**src/rtl/alu_pkg.sv**
```systemverilog
// Shared definitions for the ALU command driver: op-group and op encodings,
// instruction-word field positions, the command record and the FSM states.
package alu_pkg;

    typedef enum logic [1:0] {
        GRP_ARITH   = 2'd0,
        GRP_LOGIC   = 2'd1,
        GRP_ZERO    = 2'd2,
        GRP_SPECIAL = 2'd3
    } grp_e;

    // Ops within the arithmetic/shift group
    localparam logic [1:0] OP_SHR   = 2'd0;
    localparam logic [1:0] OP_SHL   = 2'd1;
    localparam logic [1:0] OP_ADD   = 2'd2;
    localparam logic [1:0] OP_SUB   = 2'd3;

    // Ops within the logic group
    localparam logic [1:0] OP_AND   = 2'd0;
    localparam logic [1:0] OP_OR    = 2'd1;
    localparam logic [1:0] OP_XOR   = 2'd2;
    localparam logic [1:0] OP_CONST = 2'd3;

    // Instruction word layout; bits below OP_LSB are always zero
    localparam int DST_MSB = 15;
    localparam int DST_LSB = 14;
    localparam int GRP_MSB = 13;
    localparam int GRP_LSB = 12;
    localparam int OP_MSB  = 11;
    localparam int OP_LSB  = 10;

    typedef struct packed {
        grp_e       grp;
        logic [1:0] op;
        logic [1:0] dst;
        logic [7:0] a;
        logic [7:0] b;
    } alu_cmd_t;

    typedef enum logic [1:0] {
        ST_IDLE   = 2'd0,
        ST_SETTLE = 2'd1,
        ST_RESP   = 2'd2
    } state_e;

    // Packs a command into the 16-bit ALU instruction word
    function automatic logic [15:0] encode_instr(input alu_cmd_t cmd);
        logic [15:0] word;
        word = 16'h0000;
        word[DST_MSB:DST_LSB] = cmd.dst;
        word[GRP_MSB:GRP_LSB] = cmd.grp;
        word[OP_MSB:OP_LSB]   = cmd.op;
        return word;
    endfunction

endpackage

```
**src/rtl/alu_golden_model.sv**
```systemverilog
// Combinational reference for the 8-bit ALU. Produces the expected result for
// a group/op/operand set; special-group ops have no reference value.
module alu_golden_model
    import alu_pkg::*;
(
    input  logic [1:0] grp,
    input  logic [1:0] op,
    input  logic [7:0] a,
    input  logic [7:0] b,
    output logic [7:0] expected,
    output logic       check_en
);

    // Shift amounts of eight or more clear the operand entirely
    always_comb begin
        expected = 8'h00;
        check_en = 1'b1;
        case (grp_e'(grp))
            GRP_ARITH: begin
                case (op)
                    OP_SHR:  expected = (b >= 8'd8) ? 8'h00 : (a >> b[2:0]);
                    OP_SHL:  expected = (b >= 8'd8) ? 8'h00 : (a << b[2:0]);
                    OP_ADD:  expected = a + b;
                    default: expected = a - b;
                endcase
            end
            GRP_LOGIC: begin
                case (op)
                    OP_AND:  expected = a & b;
                    OP_OR:   expected = a | b;
                    OP_XOR:  expected = a ^ b;
                    default: expected = 8'h01;
                endcase
            end
            GRP_ZERO: expected = 8'h00;
            default:  check_en = 1'b0;
        endcase
    end

endmodule

```
**src/rtl/alu_driver.sv**
```systemverilog
// Command-side initiator for the combinational 8-bit ALU. Accepts one command,
// drives the ALU for SETTLE_CYCLES cycles, captures the routed output plus
// flags and hands them back over a valid/ready response channel.
// Optional self-check: define ALU_DRIVER_CHECK_EN to add chk_err and
// chk_err_sticky, driven from alu_golden_model.
module alu_driver
    import alu_pkg::*;
#(
    parameter int SETTLE_CYCLES = 1
)
(
    input  logic        clk,
    input  logic        rst,
    input  logic        cmd_valid,
    output logic        cmd_ready,
    input  logic [1:0]  cmd_grp,
    input  logic [1:0]  cmd_op,
    input  logic [1:0]  cmd_dst,
    input  logic [7:0]  cmd_a,
    input  logic [7:0]  cmd_b,
    output logic [15:0] alu_instruction,
    output logic [7:0]  alu_data0,
    output logic [7:0]  alu_data1,
    input  logic [7:0]  alu_out0,
    input  logic [7:0]  alu_out1,
    input  logic [7:0]  alu_out2,
    input  logic [7:0]  alu_out3,
    input  logic        alu_of,
    input  logic        alu_zf,
    output logic        rsp_valid,
    input  logic        rsp_ready,
    output logic [7:0]  rsp_result,
    output logic        rsp_of,
    output logic        rsp_zf,
`ifdef ALU_DRIVER_CHECK_EN
    output logic        chk_err,
    output logic        chk_err_sticky,
`endif
    output logic [1:0]  rsp_dst
);

    localparam logic [3:0] CNT_LOAD = 4'(SETTLE_CYCLES - 1);

    state_e      state_q, state_d;
    logic [3:0]  cnt_q, cnt_d;
    logic [15:0] instr_q, instr_d;
    logic [7:0]  data0_q, data0_d;
    logic [7:0]  data1_q, data1_d;
    logic [7:0]  rsp_result_q, rsp_result_d;
    logic        rsp_of_q, rsp_of_d;
    logic        rsp_zf_q, rsp_zf_d;
    logic [1:0]  rsp_dst_q, rsp_dst_d;

    alu_cmd_t    cmd;
    logic [1:0]  cur_dst;
    logic [1:0]  cur_grp;
    logic [1:0]  cur_op;
    logic [7:0]  sel_out;
    logic        capture;

    assign cmd = '{grp: grp_e'(cmd_grp), op: cmd_op, dst: cmd_dst, a: cmd_a, b: cmd_b};

    // The operation in flight is recovered from the instruction word being driven
    assign cur_dst = instr_q[DST_MSB:DST_LSB];
    assign cur_grp = instr_q[GRP_MSB:GRP_LSB];
    assign cur_op  = instr_q[OP_MSB:OP_LSB];

    // Route the ALU output port named by the in-flight destination
    always_comb begin
        sel_out = alu_out0;
        case (cur_dst)
            2'd0:    sel_out = alu_out0;
            2'd1:    sel_out = alu_out1;
            2'd2:    sel_out = alu_out2;
            default: sel_out = alu_out3;
        endcase
    end

    // Next-state logic: accept in IDLE, count down in SETTLE, hold in RESP until taken
    always_comb begin
        state_d      = state_q;
        cnt_d        = cnt_q;
        instr_d      = instr_q;
        data0_d      = data0_q;
        data1_d      = data1_q;
        rsp_result_d = rsp_result_q;
        rsp_of_d     = rsp_of_q;
        rsp_zf_d     = rsp_zf_q;
        rsp_dst_d    = rsp_dst_q;
        capture      = 1'b0;
        case (state_q)
            ST_IDLE: begin
                if (cmd_valid) begin
                    instr_d = encode_instr(cmd);
                    data0_d = cmd.a;
                    data1_d = cmd.b;
                    cnt_d   = CNT_LOAD;
                    state_d = ST_SETTLE;
                end
            end
            ST_SETTLE: begin
                if (cnt_q == 4'd0) begin
                    capture = 1'b1;
                    state_d = ST_RESP;
                end else begin
                    cnt_d = cnt_q - 4'd1;
                end
            end
            ST_RESP: begin
                if (rsp_ready) begin
                    state_d = ST_IDLE;
                end
            end
            default: state_d = ST_IDLE;
        endcase
        if (capture) begin
            rsp_result_d = sel_out;
            rsp_zf_d     = alu_zf;
            rsp_dst_d    = cur_dst;
            rsp_of_d     = (cur_grp == GRP_ARITH && cur_op == OP_ADD) ? alu_of : 1'b0;
        end
    end

    // State, ALU drive and response registers; reset abandons any op in flight
    always_ff @(posedge clk or posedge rst) begin
        if (rst) begin
            state_q      <= ST_IDLE;
            cnt_q        <= 4'd0;
            instr_q      <= 16'h0000;
            data0_q      <= 8'h00;
            data1_q      <= 8'h00;
            rsp_result_q <= 8'h00;
            rsp_of_q     <= 1'b0;
            rsp_zf_q     <= 1'b0;
            rsp_dst_q    <= 2'd0;
        end else begin
            state_q      <= state_d;
            cnt_q        <= cnt_d;
            instr_q      <= instr_d;
            data0_q      <= data0_d;
            data1_q      <= data1_d;
            rsp_result_q <= rsp_result_d;
            rsp_of_q     <= rsp_of_d;
            rsp_zf_q     <= rsp_zf_d;
            rsp_dst_q    <= rsp_dst_d;
        end
    end

    assign cmd_ready       = (state_q == ST_IDLE);
    assign rsp_valid       = (state_q == ST_RESP);
    assign alu_instruction = instr_q;
    assign alu_data0       = data0_q;
    assign alu_data1       = data1_q;
    assign rsp_result      = rsp_result_q;
    assign rsp_of          = rsp_of_q;
    assign rsp_zf          = rsp_zf_q;
    assign rsp_dst         = rsp_dst_q;

`ifdef ALU_DRIVER_CHECK_EN
    logic [7:0] gold_result;
    logic       gold_check;
    logic       chk_err_q, chk_err_d;
    logic       chk_sticky_q, chk_sticky_d;

    alu_golden_model u_golden (
        .grp      (cur_grp),
        .op       (cur_op),
        .a        (data0_q),
        .b        (data1_q),
        .expected (gold_result),
        .check_en (gold_check)
    );

    // Judge the captured value against the model and the zero-flag consistency rule
    always_comb begin
        chk_err_d    = chk_err_q;
        chk_sticky_d = chk_sticky_q;
        if (capture) begin
            chk_err_d    = (gold_check && (sel_out != gold_result)) ||
                           (alu_zf != (sel_out == 8'h00));
            chk_sticky_d = chk_sticky_q | chk_err_d;
        end
    end

    // Check flags; the sticky copy is only ever cleared by reset
    always_ff @(posedge clk or posedge rst) begin
        if (rst) begin
            chk_err_q    <= 1'b0;
            chk_sticky_q <= 1'b0;
        end else begin
            chk_err_q    <= chk_err_d;
            chk_sticky_q <= chk_sticky_d;
        end
    end

    assign chk_err        = chk_err_q & rsp_valid;
    assign chk_err_sticky = chk_sticky_q;
`endif

endmodule

```
**config.mk**
```make
export PLATFORM = sky130hd
export DESIGN_NAME = alu_driver
export DESIGN_NICKNAME = d
export VERILOG_FILES = /design/src/rtl/alu_pkg.sv /design/src/rtl/alu_golden_model.sv /design/src/rtl/alu_driver.sv
export SDC_FILE = /design/constraint.sdc
export NUM_CORES = 1
export LEC_CHECK = 0
export ABC_AREA = 1
export ABC_CLOCK_PERIOD_IN_PS = 2600
export BUFFER_PORTS_ARGS = -buffer_cell sky130_fd_sc_hd__buf_4
export CAP_MARGIN = 10
export CORE_MARGIN = 5
export CORE_UTILIZATION = 48
export DETAILED_ROUTE_END_ITERATION = 16
export PLACE_DENSITY = 0.85
export RECOVER_POWER = 100
export SYNTH_ARGS = -nofsm -noshare
export SYNTH_HDL_FRONTEND = slang
export SYNTH_SLANG_ARGS = --single-unit
```
**constraint.sdc**
```tcl
create_clock -name clk -period 2.6 [get_ports clk]
set_clock_uncertainty 0.2 [all_clocks]
set_input_delay 0.52 -clock clk [delete_from_list [all_inputs] [get_ports clk]]
set_output_delay 0.52 -clock clk [all_outputs]
set_load 0.05 [all_outputs]
```
==> flow_summary.ini, run 1 <==
[setup_path]
path_depth = 6
cp_common_cell = nand2_1
worstPathCellList = inv_1, ha_1, nand4_1, nor2_1, nand2_1, nand2_1
critical_path_arrival_ps = 2250
cpMaxStageDelayCell = nand4_1
reg2regPathDepth = 6
path_buf_inv = 1
cp_top_family = simple AND/OR/NAND/NOR gates
required_ps = 2630
worst-setup-path-type = reg2reg
end_kind = register
path_max_fanout = 24
startpoint_type = register
crit_path_max_incr_delay_ps = 770

[die]
initial_utilization_pct = 49.1
die_width_um = 73.8
io_pins = 106
core_um2 = 3970
dieArea_um2 = 5440
dieHeight_um = 73.8
row_count = 23

[clock_network]
path_clk_slew_ps = 80
numCtsBuffers = 5
clockBufferDepth = 2
cts_resized = 0
clock_latency_ps = 300
root_buffer = clkbuf_8
post_cts.repair.setup_buffers = 0
htree_num_levels = 2
cts_tree = built
cts.sinks = 40
hold_buffers = 0

[yosys]
synth_area_per_cell_um2 = 7.84
yosysSeqAreaShare_pct = 51.3
synth_enable_flop_cells = 0
ys_types = 21
synthCells = 249
async_reset_ff_share_pct = 100
synth_ff_type = dfrtp_1
synth.cell_area_um2 = 1950
ys_ff_latch = 40
yosysWarnings = 0

[timing]
fmax_ghz = 0.450
fin_crit_sh_pct = 85.5
setup-tns-final_ps = 0
tightest_slew_ps = 979
setup_ws_ps = 377
period_needed_ps = 2220
hold_ws_ps = 189
max_slew_margin_pct = 34.7
slew_viol_final = 0
rsz0062_at_grt = no
setup_violations = 0
hold_violations = 0

[detailed_routing]
routed_wl_mm = 5.22
maxUsedRoutingLayer = met4
wl_met2_mm = 2.69
drt_iter0_drc = 112
drcViolationCount = 0
wl_met3_um = 382
wl_met1_mm = 2.07
vias = 1924
wl_per_cell_um = 13.3
dr.pass1.iters = 4
ant_nets = 0
viasPerCell = 4.90

[finish]
num-nets-final = 405
antenna_cells = 0
fin_area_um2 = 2640
area_delta_synth_final_pct = 35.2
drive_gt1_share_pct = 20.7
fill_cells = 350

[grt]
overflow = 0
grt_first_pass_wirelength_mm = 8.43
antenna_found_initial = 0
grt_pass1_vias = 1870
grt_use_total_pct = 20.1
grt_max_degree = 41

[job]
drv_cap = 0

[placement]
gp_congestion = 0.824
placed_area_um2 = 2660
place_hpwl_mm = 3.90
pre_cts_slack_ps = 809
port_buffers = 95

[power]
totalPowerFinal_uw = 3950
total_leakage_power_uw = 0.00143
peakVddDrop_v = 0.000722
powerDensity_nw_per_um2 = 1500

[min_path]
worstHoldPathType = in2reg
hold_depth = 2

[outcome]
outcome = completed
## metal layers
metal  global-route usage, %  vias up
li1                        -      960
met1                    24.7      892
met2                    33.7       63
met3                    6.02        9
met4                    6.24        0
met5                       0        -
## registers in the layout (all words and copies together) (netlist names)
register	cells
rsp_of	1
rsp_dst	2
rsp_zf	1
alu_data0	8
rsp_result	8
state_q	2
cnt_q	4
alu_data1	8
alu_instruction	6
## cell families after synthesis
group	Yosys count	share of synthesized area, %
AOI/OAI and AO/OA	15	4.04
xor gates and xnor gates	1	0.449
adders and majority gates	2	1.28
buffers and inverters	30	8.21
DFF	40	51.3
other	1	0.192
and+or+nand+nor	160	34.6
## where the power goes
group	switching, uW	internal (uW)
clock	209	378
combinational	1740	495
sequential	210	921
total	2150	1790
## layout by cell type, fill, tap and decap left out, drive strengths merged
cell type,instances
nand2,96
buf,61
clkbuf,42
dfrtp,40
nand3,33
nor2,28
o21ai,11
inv,10
conb,10
a21oi,2
nand4,2
ha,2
bufinv,2
nor4,1
o31ai,1
o22ai,1
xor2,1
## area by class of cell
type	instances	area, um^2	area share [%]
Clock buffer	5	68.8	2.61
Clock inverter	2	60.1	2.28
Inverter	10	37.5	1.42
Multi-Input combinational cell	188	807	30.6
Sequential cell	40	1000	37.9
Tap cell	50	62.6	2.37
Timing Repair Buffer	98	602	22.8
## metrics by stage
step,util [%],instances
6_report,66.4,393
5_1_grt,66.4,393
4_1_cts,70.3,393
3_5_place_dp,67.0,386
3_3_place_gp,67.0,386
2_1_floorplan,-,258
## cells in the mapped netlist, types with 2 or more instances
cell type	instances	area share, %
nand2_1	95	18
dfrtp_1	40	51
nand3_1	33	8.5
nor2_1	27	5.2
buf_4	10	3.8
inv_1	10	1.9
o21ai_0	9	2.3
buf_2	8	2.1
a21oi_1	2	0.51
clkbuf_1	2	0.38
ha_1	2	1.3
o21ai_1	2	0.51
## path summary, 6_finish.rpt
check / start / to / slack, ps
max: cnt_q[0]$_DFFE_PP0P_ / rsp_result[3]$_DFFE_PP0P_ / 380
min: rsp_ready / state_q[1]$_DFFE_PP0P_ / 190
max reg2reg: cnt_q[0]$_DFFE_PP0P_ / rsp_result[3]$_DFFE_PP0P_ / 380
min reg2reg: alu_data1[5]$_DFFE_PP0P_ / alu_data1[5]$_DFFE_PP0P_ / 270
max in group asynchronous: rst / rsp_result[4]$_DFFE_PP0P_ / 1270
min in group asynchronous: rst / alu_data1[7]$_DFFE_PP0P_ / 330
## worst reg2reg max path, stage by stage, from the launching register on
cell	delay, ps
dfrtp_1	410
inv_1	120
ha_1	190
nand4_1	770
nor2_1	320
nand2_1	80
nand2_1	70
Note: power is estimated with default switching activity, not from simulation.
==> inputs of run 2 (changes only) <==
CORE_ASPECT_RATIO = 1.5   (was not set)
PLACE_DENSITY = not set   (was 0.85)
PLACE_DENSITY_LB_ADDON = 0.1   (was not set)
TNS_END_PERCENT = 50   (was not set)
==> flow_summary.ini, run 2 (synthesis gave the netlist of run 1 again) <==
[outcome]
outcome = completed

[timing]
setup-tns-final_ps = 0
fin_crit_sh_pct = 82.9
period_needed_ps = 2160
slew_viol_final = 0
max_slew_margin_pct = 36.5
tightest_slew_ps = 953
hold_violations = 0
hold_ws_ps = 207
setup_violations = 0
rsz0062_at_grt = no
fmax_ghz = 0.464

[setup_path]
worst-setup-path-type = reg2out
startpoint_type = register
reg2reg_slack_ps = 670
path_max_fanout = 3
reg2regPathDepth = 5
required_ps = 1880
end_kind = primary output
critical_path_arrival_ps = 1440
r2r-start = state_q[1]$_DFFE_PP0P_
crit_path_max_incr_delay_ps = 510
worstPathCellList = nor2_1, clkbuf_1
r2r-end = cnt_q[2]$_DFFE_PP0P_
cpMaxStageDelayCell = clkbuf_1

[detailed_routing]
routed_wl_mm = 5.00
drcViolationCount = 0
dr.pass1.iters = 4
wl_per_cell_um = 12.9
drt_iter0_drc = 80
viasPerCell = 4.76
ant_nets = 0
vias = 1847

[min_path]
hold_depth = 2
worstHoldPathType = in2reg
hold_end = state_q[1]$_DFFE_PP0P_
min-delay-start = rsp_ready

[finish]
drive_gt1_share_pct = 20.1
layout_common_cells = nand2_1 (96), buf_4 (59), dfrtp_1 (40)
final_common_cell = nand2_1
num-nets-final = 404
area_delta_synth_final_pct = 33.1
antenna_cells = 0

[clock_network]
post_cts.repair.setup_buffers = 0
hold_buffers = 0
cts.sinks = 40
clockBufferDepth = 2
cts_tree = built
path_clk_slew_ps = 70
htree_num_levels = 2
numCtsBuffers = 5
cts_resized = 0
root_buffer = clkbuf_8
clock_latency_ps = 280

[grt]
overflow = 0
grt_first_pass_wirelength_mm = 7.59
grt_pass1_vias = 1738
grt_max_degree = 41
grt_use_total_pct = 18.5
antenna_found_initial = 0

[die]
core_um2 = 3960
io_pins = 106
row_count = 28
initial_utilization_pct = 49.3
die_width_um = 62.1
dieHeight_um = 88.1
dieArea_um2 = 5470

[power]
total_leakage_power_uw = 0.00140
peakVddDrop_v = 0.000877
powerDensity_nw_per_um2 = 1450

[placement]
place_hpwl_mm = 3.84
port_buffers = 95
gp_congestion = 0.757

[job]
drv_cap = 0
[run 2: cell count changes in the layout (fill, tap and decap cells not counted), moves of 2 or more]
cell | before | now
o21ai_1 | 2 | 0
clkbuf_1 | 35 | 38
bufinv_16 | 2 | 0
o21ai_0 | 9 | 11
buf_4 | 61 | 59
[run 2: cell type report]
| cell class | count | area, um^2 |
|---|---|---|
| Inverter | 10 | 37.5 |
| Tap cell | 45 | 56.3 |
| Timing Repair Buffer | 97 | 591 |
| Clock buffer | 8 | 90.1 |
| Multi-Input combinational cell | 188 | 822 |
| Sequential cell | 40 | 1000 |
| Fill cell | 385 | 1360 |
[run 2: worst max-delay path by stage]
stage | depth (start not counted) | from | to
after detailed placement | 5 | cmd_valid | cnt_q[2]$_DFFE_PP0P_
final | 2 | state_q[1]$_DFFE_PP0P_ | cmd_ready
after CTS | 2 | state_q[1]$_DFFE_PP0P_ | cmd_ready
after global routing | 2 | state_q[1]$_DFFE_PP0P_ | cmd_ready
after floorplan | 2 | state_q[1]$_DFFE_PP0P_ | rsp_valid
after global placement | 5 | cmd_valid | cnt_q[2]$_DFFE_PP0P_
[run 2: stage by stage]
| stage | utilization, % | total power, uW | area [um^2] | instances | setup slack [ps] |
|---|---|---|---|---|---|
| 6_report | 65.6 | 3760 | 2600 | 388 | 444 |
| 5_1_grt | 65.6 | 4030 | 2600 | 388 | 359 |
| 4_1_cts | 69.2 | 4040 | 2740 | 388 | 660 |
| 3_5_place_dp | 66.9 | 3620 | 2650 | 380 | 830 |
| 3_3_place_gp | 66.9 | 3580 | 2650 | 380 | 880 |
| 2_1_floorplan | - | 2900 | 1990 | 258 | 786 |
[run 2: worst max-delay path, delay by kind of cell (launching register included)]
kind	cells	cell delay (ps)
flip-flops	1	420
buffers and inverters	1	510
AND/OR/NAND/NOR	1	220
[run 2: per-layer routing]
metal	vias to the layer above	global-route usage (%)	part of all wire, %	routed length (um)
met1	808	21.5	38	1890
met5	-	0	0	0
met4	0	6.18	1.1	55
li1	954	-	-	-
met3	5	6.34	12	588
met2	80	31.0	49	2460
[run 2: power breakdown]
group	internal, uW	switching, uW	total, uW
combinational	473	1730	2210
sequential	922	217	1140
clock	216	194	410
